==> config.mk <==
export PLATFORM = sky130hd
export DESIGN_NAME = sha_core_512_axi_slave
export DESIGN_NICKNAME = d
export VERILOG_FILES = /design/src/rtl/sha_core_512_axi_pkg.sv /design/src/rtl/sha_core_512_msg_regs.sv /design/src/rtl/sha_core_512_axi_slave.sv
export SDC_FILE = /design/constraint.sdc
export NUM_CORES = 2
export LEC_CHECK = 0
export ABC_CLOCK_PERIOD_IN_PS = 49700
export CAP_MARGIN = 10
export CORE_AREA = 2 2 649 651
export DETAILED_ROUTE_END_ITERATION = 12
export DIE_AREA = 0 0 651 653
export PLACE_DENSITY = 0.3
export SETUP_SLACK_MARGIN = 0.05
export SKIP_CTS_REPAIR_TIMING = 1
export SLEW_MARGIN = 40
export SYNTH_ARGS = -nofsm -noshare
export SYNTH_HDL_FRONTEND = slang
export SYNTH_SLANG_ARGS = --single-unit
==> constraint.sdc <==
create_clock -name s00_axi_aclk -period 49.7 [get_ports s00_axi_aclk]
set_clock_uncertainty 0.2 [all_clocks]
set_input_delay 9.94 -clock s00_axi_aclk [delete_from_list [all_inputs] [get_ports s00_axi_aclk]]
set_output_delay 9.94 -clock s00_axi_aclk [all_outputs]
set_load 0.1 [all_outputs]
==> src/rtl/sha_core_512_axi_pkg.sv <==
// Shared types and address map for the SHA-512 core AXI4 slave.
// Holds FSM state enums, register-map constants, response codes and decode helpers.
package sha_core_512_axi_pkg;

    typedef enum logic [1:0] {W_IDLE, W_DATA, W_RESP} w_state_e;
    typedef enum logic       {R_IDLE, R_DATA}         r_state_e;

    typedef enum logic [2:0] {
        REG_MSG,
        REG_CTRL,
        REG_STATUS,
        REG_DIGEST,
        REG_NONE
    } region_e;

    localparam logic [1:0] OKAY   = 2'b00;
    localparam logic [1:0] SLVERR = 2'b10;

    localparam logic [1:0] BURST_FIXED = 2'b00;
    localparam logic [1:0] BURST_INCR  = 2'b01;
    localparam logic [2:0] SIZE_WORD   = 3'd2;

    localparam int MSG_WORDS    = 32;
    localparam int DIGEST_WORDS = 16;

    localparam logic [31:0] ADDR_MSG_LAST     = 32'h0000_007C;
    localparam logic [31:0] ADDR_CTRL         = 32'h0000_0080;
    localparam logic [31:0] ADDR_STATUS       = 32'h0000_0084;
    localparam logic [31:0] ADDR_DIGEST_FIRST = 32'h0000_0100;
    localparam logic [31:0] ADDR_DIGEST_LAST  = 32'h0000_013C;

    // Sub-word address bits are ignored; every access targets the containing word.
    function automatic region_e decode_region(input logic [31:0] addr);
        logic [31:0] word_addr;
        word_addr = {addr[31:2], 2'b00};
        if (word_addr <= ADDR_MSG_LAST) begin
            return REG_MSG;
        end else if (word_addr == ADDR_CTRL) begin
            return REG_CTRL;
        end else if (word_addr == ADDR_STATUS) begin
            return REG_STATUS;
        end else if (word_addr >= ADDR_DIGEST_FIRST && word_addr <= ADDR_DIGEST_LAST) begin
            return REG_DIGEST;
        end
        return REG_NONE;
    endfunction

    function automatic logic burst_unsupported(input logic [1:0] burst, input logic [2:0] size);
        return !(burst == BURST_FIXED || burst == BURST_INCR) || (size != SIZE_WORD);
    endfunction

endpackage

==> src/rtl/sha_core_512_msg_regs.sv <==
// 32 x 32-bit byte-enabled message register file feeding the hash core.
// One write port; all words are exposed in parallel on msg_block.
module sha_core_512_msg_regs
    import sha_core_512_axi_pkg::*;
(
    input  logic          clk,
    input  logic          rst,
    input  logic          we,
    input  logic [4:0]    waddr,
    input  logic [31:0]   wdata,
    input  logic [3:0]    wstrb,
    output logic [1023:0] msg_block
);

    logic [31:0] mem_q [MSG_WORDS];
    logic [31:0] mem_d [MSG_WORDS];

    // NOTE: combinational next-state logic uses blocking '=' and the flops below use '<='.
    always_comb begin
        mem_d = mem_q;
        if (we) begin
            for (int b = 0; b < 4; b++) begin
                if (wstrb[b]) begin
                    mem_d[waddr][8*b +: 8] = wdata[8*b +: 8];
                end
            end
        end
    end

    // NOTE: built from resettable flops rather than a RAM, since every word must read 0 after reset.
    always_ff @(posedge clk or posedge rst) begin
        if (rst) begin
            for (int k = 0; k < MSG_WORDS; k++) begin
                mem_q[k] <= '0;
            end
        end else begin
            mem_q <= mem_d;
        end
    end

    for (genvar k = 0; k < MSG_WORDS; k++) begin : g_flat
        assign msg_block[32*k +: 32] = mem_q[k];
    end

endmodule

==> src/rtl/sha_core_512_axi_slave.sv <==
// AXI4 (burst) slave front-end for a SHA-512 core: message buffer, CTRL/STATUS and digest readback.
// Independent write (W_IDLE/W_DATA/W_RESP) and read (R_IDLE/R_DATA) state machines.
module sha_core_512_axi_slave
    import sha_core_512_axi_pkg::*;
#(
    parameter int C_S_AXI_DATA_WIDTH = 32,
    parameter int C_S_AXI_ADDR_WIDTH = 9,
    parameter int C_S_AXI_ID_WIDTH   = 1
) (
    input  logic                          s00_axi_aclk,
    input  logic                          s00_axi_areset,
    input  logic [C_S_AXI_ID_WIDTH-1:0]   s00_axi_awid,
    input  logic [C_S_AXI_ADDR_WIDTH-1:0] s00_axi_awaddr,
    input  logic [7:0]                    s00_axi_awlen,
    input  logic [2:0]                    s00_axi_awsize,
    input  logic [1:0]                    s00_axi_awburst,
    input  logic                          s00_axi_awvalid,
    output logic                          s00_axi_awready,
    input  logic [C_S_AXI_DATA_WIDTH-1:0] s00_axi_wdata,
    input  logic [3:0]                    s00_axi_wstrb,
    input  logic                          s00_axi_wlast,
    input  logic                          s00_axi_wvalid,
    output logic                          s00_axi_wready,
    output logic [C_S_AXI_ID_WIDTH-1:0]   s00_axi_bid,
    output logic [1:0]                    s00_axi_bresp,
    output logic                          s00_axi_bvalid,
    input  logic                          s00_axi_bready,
    input  logic [C_S_AXI_ID_WIDTH-1:0]   s00_axi_arid,
    input  logic [C_S_AXI_ADDR_WIDTH-1:0] s00_axi_araddr,
    input  logic [7:0]                    s00_axi_arlen,
    input  logic [2:0]                    s00_axi_arsize,
    input  logic [1:0]                    s00_axi_arburst,
    input  logic                          s00_axi_arvalid,
    output logic                          s00_axi_arready,
    output logic [C_S_AXI_ID_WIDTH-1:0]   s00_axi_rid,
    output logic [C_S_AXI_DATA_WIDTH-1:0] s00_axi_rdata,
    output logic [1:0]                    s00_axi_rresp,
    output logic                          s00_axi_rlast,
    output logic                          s00_axi_rvalid,
    input  logic                          s00_axi_rready,
    output logic [1023:0]                 msg_block,
    output logic                          start,
    input  logic                          busy,
    input  logic [511:0]                  digest,
    input  logic                          digest_valid
);

    localparam int AW = C_S_AXI_ADDR_WIDTH;
    localparam int IW = C_S_AXI_ID_WIDTH;
    localparam logic [AW-1:0] ADDR_STEP = AW'(4);

    // Write-side state
    w_state_e       w_state_q, w_state_d;
    logic [AW-1:0]  waddr_q, waddr_d;
    logic [7:0]     awlen_q, awlen_d;
    logic [1:0]     wburst_q, wburst_d;
    logic           w_bad_q, w_bad_d;
    logic           w_err_q, w_err_d;
    logic [8:0]     wcnt_q, wcnt_d;
    logic [IW-1:0]  bid_q, bid_d;
    logic [1:0]     bresp_q, bresp_d;
    logic           awready_q, awready_d;
    logic           wready_q, wready_d;
    logic           bvalid_q, bvalid_d;
    logic           start_q, start_d;
    logic           done_q, done_d;

    logic           aw_hs, w_hs, b_hs;
    logic           beat_err, done_clr;
    logic           msg_we;
    logic [4:0]     msg_waddr;
    logic [31:0]    w_addr32;
    region_e        w_region;

    // Read-side state
    r_state_e       r_state_q, r_state_d;
    logic [AW-1:0]  raddr_q, raddr_d;
    logic [7:0]     arlen_q, arlen_d;
    logic [1:0]     rburst_q, rburst_d;
    logic           r_bad_q, r_bad_d;
    logic [7:0]     rcnt_q, rcnt_d;
    logic [IW-1:0]  rid_q, rid_d;
    logic [31:0]    rdata_q, rdata_d;
    logic [1:0]     rresp_q, rresp_d;
    logic           rlast_q, rlast_d;
    logic           rvalid_q, rvalid_d;
    logic           arready_q, arready_d;

    logic           ar_hs, r_hs;
    logic [AW-1:0]  r_next_addr, ld_addr;
    logic           ld_bad;
    logic [31:0]    ld_addr32, ld_data;
    logic [1:0]     ld_resp;
    region_e        ld_region;

    assign aw_hs = awready_q & s00_axi_awvalid;
    assign w_hs  = wready_q  & s00_axi_wvalid;
    assign b_hs  = bvalid_q  & s00_axi_bready;
    assign ar_hs = arready_q & s00_axi_arvalid;
    assign r_hs  = rvalid_q  & s00_axi_rready;

    sha_core_512_msg_regs u_msg_regs (
        .clk       (s00_axi_aclk),
        .rst       (s00_axi_areset),
        .we        (msg_we),
        .waddr     (msg_waddr),
        .wdata     (s00_axi_wdata),
        .wstrb     (s00_axi_wstrb),
        .msg_block (msg_block)
    );

    // NOTE: every variable driven here gets a default first, so no path can infer a latch.
    always_comb begin
        w_state_d = w_state_q;
        waddr_d   = waddr_q;
        awlen_d   = awlen_q;
        wburst_d  = wburst_q;
        w_bad_d   = w_bad_q;
        w_err_d   = w_err_q;
        wcnt_d    = wcnt_q;
        bid_d     = bid_q;
        bresp_d   = bresp_q;
        start_d   = 1'b0;
        done_clr  = 1'b0;
        beat_err  = 1'b0;
        msg_we    = 1'b0;
        w_addr32  = 32'(waddr_q);
        w_region  = decode_region(w_addr32);
        msg_waddr = w_addr32[6:2];

        case (w_state_q)
            W_IDLE: begin
                if (aw_hs) begin
                    w_state_d = W_DATA;
                    waddr_d   = s00_axi_awaddr;
                    awlen_d   = s00_axi_awlen;
                    wburst_d  = s00_axi_awburst;
                    w_bad_d   = burst_unsupported(s00_axi_awburst, s00_axi_awsize);
                    w_err_d   = burst_unsupported(s00_axi_awburst, s00_axi_awsize);
                    wcnt_d    = '0;
                    bid_d     = s00_axi_awid;
                end
            end
            W_DATA: begin
                if (w_hs) begin
                    if (!w_bad_q) begin
                        case (w_region)
                            REG_MSG:    msg_we = 1'b1;
                            REG_CTRL:   start_d = s00_axi_wstrb[0] & s00_axi_wdata[0] & ~busy;
                            REG_STATUS: done_clr = s00_axi_wstrb[0] & s00_axi_wdata[1];
                            REG_NONE:   beat_err = 1'b1;
                            default:    ;
                        endcase
                    end
                    w_err_d = w_err_q | beat_err;
                    waddr_d = (wburst_q == BURST_FIXED) ? waddr_q : waddr_q + ADDR_STEP;
                    wcnt_d  = (wcnt_q == 9'h1FF) ? wcnt_q : wcnt_q + 9'd1;
                    if (s00_axi_wlast) begin
                        w_state_d = W_RESP;
                        bresp_d   = (w_err_d || wcnt_q != {1'b0, awlen_q}) ? SLVERR : OKAY;
                    end
                end
            end
            W_RESP: begin
                if (b_hs) begin
                    w_state_d = W_IDLE;
                end
            end
            default: w_state_d = W_IDLE;
        endcase

        awready_d = (w_state_d == W_IDLE);
        wready_d  = (w_state_d == W_DATA);
        bvalid_d  = (w_state_d == W_RESP);
        // A completion in the same cycle as a W1C clear keeps done set.
        done_d    = digest_valid ? 1'b1 : (done_clr ? 1'b0 : done_q);
    end

    always_ff @(posedge s00_axi_aclk or posedge s00_axi_areset) begin
        if (s00_axi_areset) begin
            w_state_q <= W_IDLE;
            waddr_q   <= '0;
            awlen_q   <= '0;
            wburst_q  <= '0;
            w_bad_q   <= 1'b0;
            w_err_q   <= 1'b0;
            wcnt_q    <= '0;
            bid_q     <= '0;
            bresp_q   <= OKAY;
            awready_q <= 1'b0;
            wready_q  <= 1'b0;
            bvalid_q  <= 1'b0;
            start_q   <= 1'b0;
            done_q    <= 1'b0;
        end else begin
            w_state_q <= w_state_d;
            waddr_q   <= waddr_d;
            awlen_q   <= awlen_d;
            wburst_q  <= wburst_d;
            w_bad_q   <= w_bad_d;
            w_err_q   <= w_err_d;
            wcnt_q    <= wcnt_d;
            bid_q     <= bid_d;
            bresp_q   <= bresp_d;
            awready_q <= awready_d;
            wready_q  <= wready_d;
            bvalid_q  <= bvalid_d;
            start_q   <= start_d;
            done_q    <= done_d;
        end
    end

    // The beat being loaded comes from AR in R_IDLE, otherwise from the advancing burst address.
    always_comb begin
        r_next_addr = (rburst_q == BURST_FIXED) ? raddr_q : raddr_q + ADDR_STEP;
        ld_addr     = (r_state_q == R_IDLE) ? s00_axi_araddr : r_next_addr;
        ld_bad      = (r_state_q == R_IDLE) ? burst_unsupported(s00_axi_arburst, s00_axi_arsize)
                                            : r_bad_q;
        ld_addr32   = 32'(ld_addr);
        ld_region   = decode_region(ld_addr32);
        ld_data     = '0;
        ld_resp     = OKAY;
        if (ld_bad || ld_region == REG_NONE) begin
            ld_resp = SLVERR;
        end else begin
            case (ld_region)
                REG_MSG:    ld_data = msg_block[{ld_addr32[6:2], 5'd0} +: 32];
                REG_STATUS: ld_data = {30'd0, done_q, busy};
                REG_DIGEST: ld_data = digest[{ld_addr32[5:2], 5'd0} +: 32];
                default:    ld_data = '0;
            endcase
        end
    end

    always_comb begin
        r_state_d = r_state_q;
        raddr_d   = raddr_q;
        arlen_d   = arlen_q;
        rburst_d  = rburst_q;
        r_bad_d   = r_bad_q;
        rcnt_d    = rcnt_q;
        rid_d     = rid_q;
        rdata_d   = rdata_q;
        rresp_d   = rresp_q;
        rlast_d   = rlast_q;

        case (r_state_q)
            R_IDLE: begin
                if (ar_hs) begin
                    r_state_d = R_DATA;
                    raddr_d   = s00_axi_araddr;
                    arlen_d   = s00_axi_arlen;
                    rburst_d  = s00_axi_arburst;
                    r_bad_d   = ld_bad;
                    rcnt_d    = '0;
                    rid_d     = s00_axi_arid;
                    rdata_d   = ld_data;
                    rresp_d   = ld_resp;
                    rlast_d   = (s00_axi_arlen == 8'd0);
                end
            end
            R_DATA: begin
                if (r_hs) begin
                    if (rlast_q) begin
                        r_state_d = R_IDLE;
                        rlast_d   = 1'b0;
                    end else begin
                        raddr_d = r_next_addr;
                        rcnt_d  = rcnt_q + 8'd1;
                        rdata_d = ld_data;
                        rresp_d = ld_resp;
                        rlast_d = (rcnt_q + 8'd1 == arlen_q);
                    end
                end
            end
            default: r_state_d = R_IDLE;
        endcase

        arready_d = (r_state_d == R_IDLE);
        rvalid_d  = (r_state_d == R_DATA);
    end

    always_ff @(posedge s00_axi_aclk or posedge s00_axi_areset) begin
        if (s00_axi_areset) begin
            r_state_q <= R_IDLE;
            raddr_q   <= '0;
            arlen_q   <= '0;
            rburst_q  <= '0;
            r_bad_q   <= 1'b0;
            rcnt_q    <= '0;
            rid_q     <= '0;
            rdata_q   <= '0;
            rresp_q   <= OKAY;
            rlast_q   <= 1'b0;
            rvalid_q  <= 1'b0;
            arready_q <= 1'b0;
        end else begin
            r_state_q <= r_state_d;
            raddr_q   <= raddr_d;
            arlen_q   <= arlen_d;
            rburst_q  <= rburst_d;
            r_bad_q   <= r_bad_d;
            rcnt_q    <= rcnt_d;
            rid_q     <= rid_d;
            rdata_q   <= rdata_d;
            rresp_q   <= rresp_d;
            rlast_q   <= rlast_d;
            rvalid_q  <= rvalid_d;
            arready_q <= arready_d;
        end
    end

    assign s00_axi_awready = awready_q;
    assign s00_axi_wready  = wready_q;
    assign s00_axi_bid     = bid_q;
    assign s00_axi_bresp   = bresp_q;
    assign s00_axi_bvalid  = bvalid_q;
    assign s00_axi_arready = arready_q;
    assign s00_axi_rid     = rid_q;
    assign s00_axi_rdata   = rdata_q;
    assign s00_axi_rresp   = rresp_q;
    assign s00_axi_rlast   = rlast_q;
    assign s00_axi_rvalid  = rvalid_q;
    assign start           = start_q;

endmodule

Word-level counts from Yosys, hierarchy flattened --
Cells that the tools add are included.
Storage, ports and cells: register bits after elaboration 1130, bits in latches 0, RAM bits 0, ROM bits 0, bits of input ports 604, output and inout port bits 1069, logic and storage cells 244, memories 0
Operators by class: add/subtract/negate cells 4, multiply operators 0, divide/modulo/power cells 0, order comparisons 8, eq/ne operators 28, shifts and indexed selects 2, multiplexer cells 102, bitwise operators 13, reduce and logical (&&, ||, !) cells 30
Operators by type and width (count):
- $mux 1024 | 7
- $bwmux 1024 | 4
- $shiftx 1024x11->32 | 1
- $demux 32 s5 | 4
- $shiftx 512x10->32 | 1
- $mux 32 | 5
- $mux 9 | 11
- $pmux 32 s3 | 1
- $pmux 32 s2 | 1
- $pmux 9 s2 | 3
- $mux 1 | 35
- $mux 8 | 4
- $mux 3 | 10
- $eq 7x6->1 const B | 4
- $mux 24 | 1
- $add 9x3->9 const B | 2
- $ge 9x9->1 const B | 2
- $le 9x7->1 const B | 2
- $le 9x9->1 const B | 2
- $mux 2 | 9
- $mux 16 | 1
- $pmux 8 s2 | 1
- $logic_not 2->1 | 6
- $ne 2x2->1 const B | 6
- other kinds (30) | 64

Logic depth before layout (Yosys ltp) --
word-level depth 21, mapped depth 14, gate-level depth less buffers 9

By module --
From an unflattened synthesis, not the netlist that was laid out.
Second synthesis, totals: cell total of the unflattened synthesis 5536, area total of the unflattened synthesis 57731.6 um2
Modules (own cells, without submodules):
- sha_core_512_msg_regs | instances 1, cells each 2339, area an instance 39223.9 um2, seq. area each 25624.6 um2
- sha_core_512_axi_slave | instances 1, cells each 3197, area an instance 18507.8 um2, seq. area each 2502.4 um2

Worst setup path before layout --
Ideal clock, no wire load.
path type input port to flip-flop, start point input port s00_axi_araddr[2], end point register rdata_q[13] (netlist: s00_axi_rdata[13]), arrival time 11780 ps, slack 37585 ps, cell stages on the path 11, path buffers 4, cells stage by stage nor2b_1 > a31o_1 > buf_6 > buf_6 > buf_2 > clkbuf_1 > nand3_1 > and3_1 > a311o_1 > a21oi_1 > o31ai_1
Between the ends: longest elaborated chain between the ends 14, elaborated cells between the ends (all ways) 28, classes of those cells 3 x order compare; 5 x eq/ne; 2 x shift; 15 x mux; 3 x reduce/logical
Ends and longest elaborated chain:
- from (decl) | RTL line sha_core_512_axi_slave.sv:29 | input logic [C_S_AXI_ADDR_WIDTH-1:0] s00_axi_araddr,
- $mux 9 * | RTL line sha_core_512_axi_slave.sv:216 | ld_addr = (r_state_q == R_IDLE) ? s00_axi_araddr : r_next_addr;
- $ge 9x9->1 / $le 9x9->1 (equally long branches) | RTL line sha_core_512_axi_pkg.sv:42 | end else if (word_addr >= ADDR_DIGEST_FIRST && word_addr <= ADDR_DIGEST_LAST) begin
- $logic_and 1x1->1 | RTL line sha_core_512_axi_pkg.sv:42
- $mux 1 | RTL line sha_core_512_axi_pkg.sv:42
- $mux 1 | RTL line sha_core_512_axi_pkg.sv:40 | end else if (word_addr == ADDR_STATUS) begin
- $mux 1 | RTL line sha_core_512_axi_pkg.sv:38 | end else if (word_addr == ADDR_CTRL) begin
- $mux 1 | RTL line sha_core_512_axi_pkg.sv:36 | if (word_addr <= ADDR_MSG_LAST) begin
- $mux 3 | RTL line sha_core_512_axi_pkg.sv:45 | return REG_NONE;
- $eq 3x2->1 (tied with other cells) | RTL line sha_core_512_axi_slave.sv:226 | case (ld_region)
- $pmux 32 s3 / $logic_or 1x1->1 (equally long branches) | RTL line sha_core_512_axi_slave.sv:226, sha_core_512_axi_slave.sv:223
- $mux 32 * | RTL line sha_core_512_axi_slave.sv:223 | if (ld_bad || ld_region == REG_NONE) begin
- $mux 32 | RTL line sha_core_512_axi_slave.sv:264 | if (rlast_q) begin
- $mux 32 | RTL line sha_core_512_axi_slave.sv:263 | if (r_hs) begin
- $pmux 32 s2 * | RTL line sha_core_512_axi_slave.sv:247 | case (r_state_q)
- to (signal assigned) | RTL line sha_core_512_axi_slave.sv:305 | rdata_q <= rdata_d;
- to (decl) | RTL line sha_core_512_axi_slave.sv:83 | logic [31:0] rdata_q, rdata_d;
Every way passes the cells marked *; elsewhere a longest branch is shown, timed or not. The select of a mux whose other input is x is not followed. A chain may end at the register's enable or synchronous reset.

Worst setup path after layout --
start point input port s00_axi_araddr[2], end point register rdata_q[5] (netlist: s00_axi_rdata[5])
Same word-level chain as after synthesis.

==> results.py <==
metrics = {
    "finish": {
        "nNetsFinal": 7357,
        "layout-drive-gt1-share_pct": 41.1,
        "design_area_um2": 81400,
        "areaGrowthSynthToFinish_pct": 44.2,
    },
    "floorplan": {
        "core_um2": 418000,
        "initial_core_util_pct": 13.5,
        "die_h_um": 653,
        "ioPinCount": 1673,
        "die_area_um2": 425000,
        "rows": 238,
        "die_w_um": 651,
    },
    "min_path": {
        "min_path_type": "reg2reg",
    },
    "logic_synthesis": {
        "synth.top_cell.area_share_pct": 49.8,
        "avgSynthCellArea_um2": 11.1,
        "synth_ff_type": "dfrtp_1",
        "synth_common_cells": "nand2_1 (1149), dfrtp_1 (1124), mux2_2 (1050), nand3_1 (298), clkbuf_1 (204)",
        "synthArstFlopShare_pct": 100,
        "synth-seq-cells": 1124,
        "yosys.area.top_type": "dfrtp_1",
        "yosysSeqAreaShare_pct": 49.8,
        "yosysMostFrequentCell": "nand2_1",
        "netlist_top_cells_area": "dfrtp_1 (50%), mux2_2 (21%), nand2_1 (7.6%)",
        "yosys_warnings": 0,
        "yosys.cell_types.count": 75,
        "syn_inst": 5091,
        "synth_area_um2": 56500,
        "synth-edff-count": 0,
    },
    "critical_path": {
        "arrival_ns": 14.90,
        "r2r_slack_ns": 43.72,
        "criticalPathCategory": "in2reg",
        "worst_setup_path_start_kind": "primary input",
        "crit_fanout": 31,
        "worstPathRequired_ns": 50.20,
        "end_kind": "flop",
    },
    "clock_network": {
        "cts_tree": "done",
        "clock_path_buffers": 4,
        "clk_latency_ns": 0.90,
        "cts.sinks": 1124,
        "path_clk_slew_ns": 0.05,
        "h-tree-depth": 4,
        "root_buffer": "clkbuf_16",
        "numCtsBuffers": 163,
    },
    "timing": {
        "setup_viol": 0,
        "finalCritPeriodShare_pct": 29.0,
        "max-slew-margin-rel_pct": 35.2,
        "whs_ns": 0.278,
        "finalHoldViolCount": 0,
        "worst_pin_slew_ns": 0.972,
        "tns_ns": 0,
        "rsz0062_at_grt": "false",
        "fmax_mhz": 69.5,
        "fin_crit_ns": 14.40,
        "maxSlewViolCount": 0,
    },
    "pwr": {
        "ir_drop_mv": 0.0636,
        "p_leak_nw": 38.9,
        "powerDensity_nw_per_um2": 59.6,
    },
    "placed_design": {
        "dp_hpwl_mm": 368,
        "io_buffers": 1666,
        "gp_congestion": 0.839,
        "dpl_cell_area_um2": 75900,
    },
    "drt": {
        "postRouteAntennaNets": 0,
        "drt_wl_total_mm": 475,
        "vias": 51500,
        "drt_pass1_iterations": 6,
        "drt-initial-drc-count": 3770,
        "drc": 0,
        "wl_per_cell_um": 38.3,
        "drt-vias-per-instance": 4.14,
    },
    "job": {
        "drv_cap": 0,
    },
    "grt": {
        "first_global_vias": 52400,
        "grt_overflow": 0,
        "antenna_found_initial": 79,
        "grt_use_total_pct": 21.6,
        "grt_pass1_wl_mm": 602,
        "grt_max_degree": 123,
    },
    "outcome": {
        "status": "complete, no violations",
    },
}
kinds of logic after synthesis:
family	share of synthesized area, %
simple gates	13.2
mux	26.3
flops	49.8
compound gates	6.89
buf+inv	3.06
xor+xnor	0.525
fa+ha+maj	0.177
other cells	0.00664
cell type report:
type                       instances  area [µm²]
fill                           46100      337000
sequential                      1124       28100
multi-input combinational       3578       27400
timing repair buffer            1869       13600
tap                             5520        6910
clock buffer                     242        4810
clock inverter                    38         463
antenna                           37        92.6
inverter                           9        41.3
layer usage:
layer	track usage [%]	wire [µm]	up-vias
met5	0	113	-
met4	4.06	9590	18
met3	6.27	36300	335
met2	35.7	225000	1771
met1	27.9	204000	27600
li1	-	-	21800
path summary, 6_finish.rpt:
path,start,end,cells after the start
min reg2reg,s00_axi_rid$_DFFE_PP0P_,s00_axi_rid$_DFFE_PP0P_,2
min,s00_axi_rid$_DFFE_PP0P_,s00_axi_rid$_DFFE_PP0P_,2
max in group asynchronous,s00_axi_areset,u_msg_regs.msg_block[150]$_DFFE_PP0P_,8
min in group asynchronous,s00_axi_areset,u_msg_regs.msg_block[952]$_DFFE_PP0P_,2
max reg2reg,s00_axi_rvalid$_DFF_PP0_,s00_axi_rdata[5]$_DFFE_PP0P_,10
max,s00_axi_araddr[2],s00_axi_rdata[5]$_DFFE_PP0P_,10
power breakdown:
| group | leakage [nW] | total, mW | internal (mW) | switching [mW] |
|---|---|---|---|---|
| clock network | 2.59 | 1.20 | 0.700 | 0.502 |
| registers | 15.6 | 0.996 | 0.952 | 0.0440 |
| logic | 20.7 | 2.65 | 0.613 | 2.04 |
critical path: stages:
cell and delay [ns]:
clkdlybuf4s50_1 0.49, nor2b_1 0.21, a31oi_4 0.66, buf_4 0.57, buf_4 0.44, buf_4 0.45, a31oi_1 0.20, o2111ai_1 0.45
nand4_1 0.75, a221o_1 0.57
registers in the layout, indices dropped and copies added (netlist names), 2 cells and up:
register / count
u_msg_regs.msg_block: 1024
s00_axi_rdata: 32
wcnt_q: 9
arlen_q: 8
awlen_q: 8
rcnt_q: 8
raddr_q: 7
waddr_q: 7
rburst_q: 2
w_state_q: 2
wburst_q: 2
per-stage QoR:
step                      cells  util, %  setup WS, ns  total power [mW]
after floorplan            5092        -          7.91              2.25
after CTS                 12400     19.4         35.35              4.99
after detailed placement  12100     18.1         34.32              3.76
after global routing      12400     19.4         34.96              5.07
after global placement    12100     19.1         33.22              3.73
final                     12400     19.5         35.30              4.85
cells in the final DEF, fill, tap and decap left out, drive strengths merged, types with 15 or more instances in the layout:
| master | count |
|---|---|
| buf | 1288 |
| nand2 | 1160 |
| dfrtp | 1124 |
| mux2 | 1050 |
| clkdlybuf4s50 | 581 |
| nand3 | 298 |
| clkbuf | 242 |
| mux2i | 138 |
| nor2 | 107 |
| a21oi | 84 |
| mux4 | 73 |
| nand4 | 65 |
| a32oi | 64 |
| and3 | 64 |
| o21ai | 54 |
| a31oi | 53 |
| a311oi | 43 |
| diode | 37 |
| a22oi | 31 |
| o22ai | 29 |
| clkinv | 26 |
| o211ai | 23 |
| a221oi | 19 |
| o2111ai | 18 |
| xnor2 | 18 |
| nor3 | 17 |
| a222oi | 16 |
| xor2 | 15 |
Note: power is estimated with default switching activity, not from simulation.
